### src/rtl/mem_arb_pkg.sv
// Shared types and defaults for the data-memory access arbiter.
// Optional grant statistics are enabled with the MEM_ARB_STATS_EN macro.
package mem_arb_pkg;

   localparam int ADDR_W_DEF = 20;
   localparam int DATA_W_DEF = 32;
   localparam int SEL_W_DEF  = 4;

   localparam logic PORT_CPU = 1'b0;
   localparam logic PORT_DBG = 1'b1;

   typedef enum logic [1:0] {
      IDLE,
      ACCESS,
      CLEAR
   } state_t;

   function automatic logic [1:0] port_onehot(input logic port);
      return port ? 2'b10 : 2'b01;
   endfunction

endpackage

### src/rtl/rr_arb2.sv
// Two-way round-robin picker: rr_ptr breaks ties, a lone request always wins.
module rr_arb2
   import mem_arb_pkg::*;
(
   input  logic [1:0] req,
   input  logic       rr_ptr,
   output logic       winner,
   output logic       any
);

   // NOTE: every combinational output gets a default first so no path leaves it unassigned (no latch).
   always_comb begin
      any    = |req;
      winner = PORT_CPU;
      if (&req)
         winner = rr_ptr;
      else if (req[1])
         winner = PORT_DBG;
   end

endmodule

### src/rtl/mem_access_arbiter.sv
// Round-robin arbiter sharing one single-port data Memory between the CPU and the debug/DMA loader,
// and sequencing the Memory clear. Define MEM_ARB_STATS_EN to add saturating per-port grant counters.
module mem_access_arbiter
   import mem_arb_pkg::*;
#(
   parameter int ADDR_W = ADDR_W_DEF,
   parameter int DATA_W = DATA_W_DEF,
   parameter int SEL_W  = SEL_W_DEF
) (
   input  logic              clk,
   input  logic              clr_n,
   input  logic [1:0]        req,
   input  logic [1:0]        we,
   input  logic [SEL_W-1:0]  sel0,
   input  logic [SEL_W-1:0]  sel1,
   input  logic [ADDR_W-1:0] addr0,
   input  logic [ADDR_W-1:0] addr1,
   input  logic [DATA_W-1:0] wdata0,
   input  logic [DATA_W-1:0] wdata1,
   output logic [1:0]        gnt,
   output logic [1:0]        rvalid,
   output logic [DATA_W-1:0] rdata,
   input  logic              clr_req,
   output logic              clr_ack,
`ifdef MEM_ARB_STATS_EN
   output logic [15:0]       gnt_cnt0,
   output logic [15:0]       gnt_cnt1,
`endif
   output logic              mem_str,
   output logic              mem_ld,
   output logic              mem_clr,
   output logic [SEL_W-1:0]  mem_sel,
   output logic [ADDR_W-1:0] mem_addr,
   output logic [DATA_W-1:0] mem_din,
   input  logic [DATA_W-1:0] mem_dout
);

   state_t              state, state_nxt;
   logic                rr_ptr;
   logic                winner, any;
   logic                take;
   logic                lat_port, lat_we;
   logic [SEL_W-1:0]    lat_sel;
   logic [ADDR_W-1:0]   lat_addr;
   logic [DATA_W-1:0]   lat_wdata;

   rr_arb2 u_rr_arb2 (
      .req    (req),
      .rr_ptr (rr_ptr),
      .winner (winner),
      .any    (any)
   );

   // A pending clear pre-empts any port request in IDLE.
   assign take = (state == IDLE) && !clr_req && any;

   // NOTE: sequential state uses non-blocking assignments so all registers update from pre-edge values.
   // NOTE: the request latch is reset along with the FSM so mem_* never shows stale X after reset.
   always_ff @(posedge clk or negedge clr_n) begin
      if (!clr_n) begin
         state     <= IDLE;
         rr_ptr    <= PORT_CPU;
         lat_port  <= PORT_CPU;
         lat_we    <= 1'b0;
         lat_sel   <= '0;
         lat_addr  <= '0;
         lat_wdata <= '0;
      end else begin
         state <= state_nxt;
         if (take) begin
            lat_port  <= winner;
            lat_we    <= we[winner];
            lat_sel   <= winner ? sel1   : sel0;
            lat_addr  <= winner ? addr1  : addr0;
            lat_wdata <= winner ? wdata1 : wdata0;
            rr_ptr    <= ~winner;
         end
      end
   end

   // Load data is captured at the end of ACCESS while mem_ld is still asserted.
   always_ff @(posedge clk or negedge clr_n) begin
      if (!clr_n) begin
         rvalid <= '0;
         rdata  <= '0;
      end else begin
         rvalid <= '0;
         if (state == ACCESS && !lat_we) begin
            rvalid <= port_onehot(lat_port);
            rdata  <= mem_dout;
         end
      end
   end

   always_comb begin
      state_nxt = state;
      gnt       = '0;
      clr_ack   = 1'b0;
      mem_str   = 1'b0;
      mem_ld    = 1'b0;
      mem_clr   = 1'b0;
      mem_sel   = '0;
      mem_addr  = '0;
      mem_din   = '0;
      case (state)
         IDLE: begin
            if (clr_req)
               state_nxt = CLEAR;
            else if (any)
               state_nxt = ACCESS;
         end
         ACCESS: begin
            gnt       = port_onehot(lat_port);
            mem_str   = lat_we;
            mem_ld    = ~lat_we;
            mem_sel   = lat_sel;
            mem_addr  = lat_addr;
            mem_din   = lat_wdata;
            state_nxt = IDLE;
         end
         CLEAR: begin
            mem_clr   = 1'b1;
            clr_ack   = 1'b1;
            state_nxt = IDLE;
         end
         default: state_nxt = IDLE;
      endcase
   end

`ifdef MEM_ARB_STATS_EN
   // Counters advance at the end of each ACCESS cycle and stick at all-ones.
   always_ff @(posedge clk or negedge clr_n) begin
      if (!clr_n) begin
         gnt_cnt0 <= '0;
         gnt_cnt1 <= '0;
      end else if (state == CLEAR) begin
         gnt_cnt0 <= '0;
         gnt_cnt1 <= '0;
      end else if (state == ACCESS) begin
         if (lat_port == PORT_CPU && gnt_cnt0 != 16'hFFFF)
            gnt_cnt0 <= gnt_cnt0 + 16'd1;
         if (lat_port == PORT_DBG && gnt_cnt1 != 16'hFFFF)
            gnt_cnt1 <= gnt_cnt1 + 16'd1;
      end
   end
`endif

endmodule

### config.mk
export PLATFORM = sky130hd
export DESIGN_NAME = mem_access_arbiter
export DESIGN_NICKNAME = d
export VERILOG_FILES = /design/src/rtl/mem_arb_pkg.sv /design/src/rtl/rr_arb2.sv /design/src/rtl/mem_access_arbiter.sv
export SDC_FILE = /design/constraint.sdc
export NUM_CORES = 1
export LEC_CHECK = 0
export ABC_AREA = 0
export BUFFER_PORTS_ARGS = -buffer_cell sky130_fd_sc_hd__buf_2
export CAP_MARGIN = 10
export CORE_MARGIN = 1.5
export CORE_UTILIZATION = 49
export DETAILED_ROUTE_END_ITERATION = 6
export GPL_ROUTABILITY_DRIVEN = 0
export GPL_TIMING_DRIVEN = 1
export PLACE_DENSITY = 0.86
export SYNTH_ARGS = -nofsm -noshare
export SYNTH_HDL_FRONTEND = slang
export SYNTH_HIERARCHICAL = 1
export SYNTH_SLANG_ARGS = --single-unit
### constraint.sdc
create_clock -name clk -period 3.1 [get_ports clk]
set_input_delay 0.31 -clock clk [delete_from_list [all_inputs] [get_ports clk]]
set_output_delay 0.31 -clock clk [all_outputs]
set_load 0.005 [all_outputs]
==> results.json <==
{
  "drv_slew": 0,
  "wl_met2_um": 5640,
  "wirelength_um": 11000,
  "multi_input_area_um2": 2140,
  "synth_warnings": 6,
  "vias": 3510,
  "clockBufferDepth": 2,
  "wl_met3_um": 868,
  "dieHeight_um": 101,
  "cts_resized": 0,
  "drv_cap": 0,
  "whs_path_depth": 2,
  "die_area_um2": 10100,
  "cp_max_fo": 52,
  "grt_pass1_vias": 3676,
  "synth-seq-area-share_pct": 50.8,
  "cts_sinks": 95,
  "power.net_switching_mw": 1.10,
  "crit_path_max_incr_delay_ns": 0.47,
  "die_w_um": 101,
  "grt_pass1_wl_um": 17300,
  "whs_ns": 0.187,
  "fillCellCount": 738,
  "post_cts_buffers": 0,
  "peakVddDrop_v": 0.000439,
  "hold_buffers": 1,
  "dr.pass1.iters": 4,
  "final_nets": 727,
  "rr_endpoint": "lat_addr[16]$_DFFE_PN0P_",
  "ys_ff_latch": 95,
  "grt_max_degree": 59,
  "final_common_cell": "buf_2",
  "critical_path_class": "flop to output pin",
  "clk_pin_slew_ns": 0.08,
  "worstHoldStart": "mem_dout[20]",
  "layout_common_cells": "buf_2, mux2_2, dfrtp_1",
  "cts_tree": "yes",
  "post_drt_wl_per_cell_um": 15.5,
  "setup_viol": 0,
  "diodes": 0,
  "hold_viol": 0,
  "pwr-share-comb_pct": 29.4,
  "root_buffer": "clkbuf_8",
  "crit_path_top_delay_cell": "dfrtp_1",
  "drive_above_1_share_pct": 70.3,
  "hp-class": "input pin to flop",
  "coreArea_um2": 9240,
  "cp.arrival_ns": 1.97,
  "p_clk_share_pct": 23.3,
  "start_kind": "flop",
  "crit_chain": "and2b_1 -> buf_4 -> and2_1 -> buf_2",
  "synthesis.area_um2": 4680,
  "top_layer": "met4",
  "pwr-share-seq_pct": 47.3,
  "clk_latency_ns": 0.35,
  "via_per_inst": 4.95,
  "drt_iter0_drc": 34,
  "hold_end": "rdata[20]$_DFFE_PN0P_",
  "crit_required_ns": 2.79,
  "portBuffers": 246,
  "dp_hpwl_um": 8370,
  "io_pins": 247,
  "wl_met1_um": 4330,
  "slew_headroom_pct": 51.9,
  "r2r_cells": 5,
  "netlist_top_cells_area": "dfrtp_1, mux2_2, and2_1",
  "synth_largest_area_cell": "dfrtp_1",
  "min_period_ns": 2.28,
  "r2r_setup_slack_ns": 1.11,
  "place_inst": 693,
  "cts-buffers-inserted": 9,
  "ctsHtreeMaxLevel": 3,
  "synth_fp_nets": 487,
  "critPathCaptureType": "output pin",
  "syn_area_per_cell_um2": 13.9,
  "swShare_pct": 27.0,
  "synthCells": 336,
  "internal_power_mw": 2.97,
  "antenna_left": 0,
  "area_growth_pct": 33.1,
  "antenna_found_initial": 0,
  "netlist-cell-type-count": 17,
  "fmax_mhz": 439,
  "clock_skew_ns": 0.0118,
  "cellPowerDensity_nw_per_um2": 653,
  "start_util_pct": 50.6,
  "seq_area_um2": 2380,
  "worstMarginPinSlew_ns": 0.722,
  "r2r_start": "rr_ptr$_DFFE_PN0P_",
  "status": "complete, no violations",
  "p_leak_nw": 3.13,
  "rsz0062_at_grt": "no",
  "fin_crit_sh_pct": 73.4,
  "grt_usage_pct": 22.0,
  "yosysTopAreaCellShare_pct": 50.8,
  "std_cell_rows": 35,
  "grt-ovfl-total": 0,
  "layoutNonFillerInstCount": 709,
  "drc": 0,
  "setup-tns-final_ns": 0
}
## power groups by stage
stage               logic (mW)  registers [mW]  clock network, mW
floorplan                0.691            1.91                  0
global placement          1.16            1.91                  0
detailed placement        1.22            1.94                  0
CTS                       1.22            1.93              0.977
global route              1.31            1.98               1.02
finish                    1.19            1.92              0.948
## worst max-delay path by stage
| stage | from | slack, ns | endpoint | cells after the start |
|---|---|---|---|---|
| after detailed placement | req[1] | 1.09 | lat_wdata[9]$_DFFE_PN0P_ | 5 |
| after CTS | state[1]$_DFFE_PN0P_ | 0.74 | mem_str | 4 |
| after global placement | req[1] | 1.14 | lat_wdata[20]$_DFFE_PN0P_ | 5 |
| final | state[1]$_DFFE_PN0P_ | 0.82 | mem_str | 4 |
| after floorplan | rr_ptr$_DFFE_PN0P_ | 1.35 | lat_addr[16]$_DFFE_PN0P_ | 6 |
| after global routing | state[1]$_DFFE_PN0P_ | 0.63 | mem_str | 4 |
## sequential cells by signal, summed over array words and instances (netlist names)
register,count
rvalid,2
lat_wdata,32
rdata,32
lat_addr,20
lat_sel,4
lat_port,1
lat_we,1
state,2
rr_ptr,1
## layout make-up
cell class                      count  share of cell area [%]
Multi-Input combinational cell    216                    34.3
Tap cell                          129                    2.59
Inverter                            2                   0.121
Sequential cell                    95                    38.2
Clock inverter                      5                    1.71
Clock buffer                       10                    2.05
Timing Repair Buffer              252                    21.0
## logic make-up (layout without fill, tap and decap cells)
logic type | count (synthesis) | count (layout) | share of synthesized area [%]
flops | 95 | 95 | 50.8
simple gates | 67 | 67 | 9.66
buf+inv | 25 | 269 | 3.72
compound gates | 1 | 1 | 0.161
mux | 148 | 148 | 35.6
## Yosys cell counts, drive strengths merged
master / number
inv: 2
mux2: 147
nor4b: 1
nor2b: 3
and2b: 1
clkbuf: 11
buf: 12
dfrtp: 95
a21boi: 1
and2: 59
nor3b: 2
mux2i: 1
or2: 1
## through the flow
stage               util, %  instance area [µm²]  power, mW  worst slack [ns]
global route           67.3                 6220       4.31             0.635
global placement       64.7                 5980       3.07              1.14
detailed placement     64.7                 5980       3.16              1.09
floorplan                 -                 4680       2.60              1.35
CTS                    67.3                 6220       4.12             0.739
finish                 67.3                 6220       4.06             0.824
## metal layers
metal / global-route usage [%] / vias up
met1: 25.3 / 1696
met5: 0 / -
met2: 39.3 / 161
li1: - / 1634
met4: 8.02 / 0
met3: 6.03 / 19
## worst max-delay path, delay by kind of cell, from the launching register on
| family | cells | cell delay, ns |
|---|---|---|
| simple gates | 2 | 0.60 |
| buf+inv | 2 | 0.53 |
| flops | 1 | 0.47 |
(Power assumes the default switching activity.)
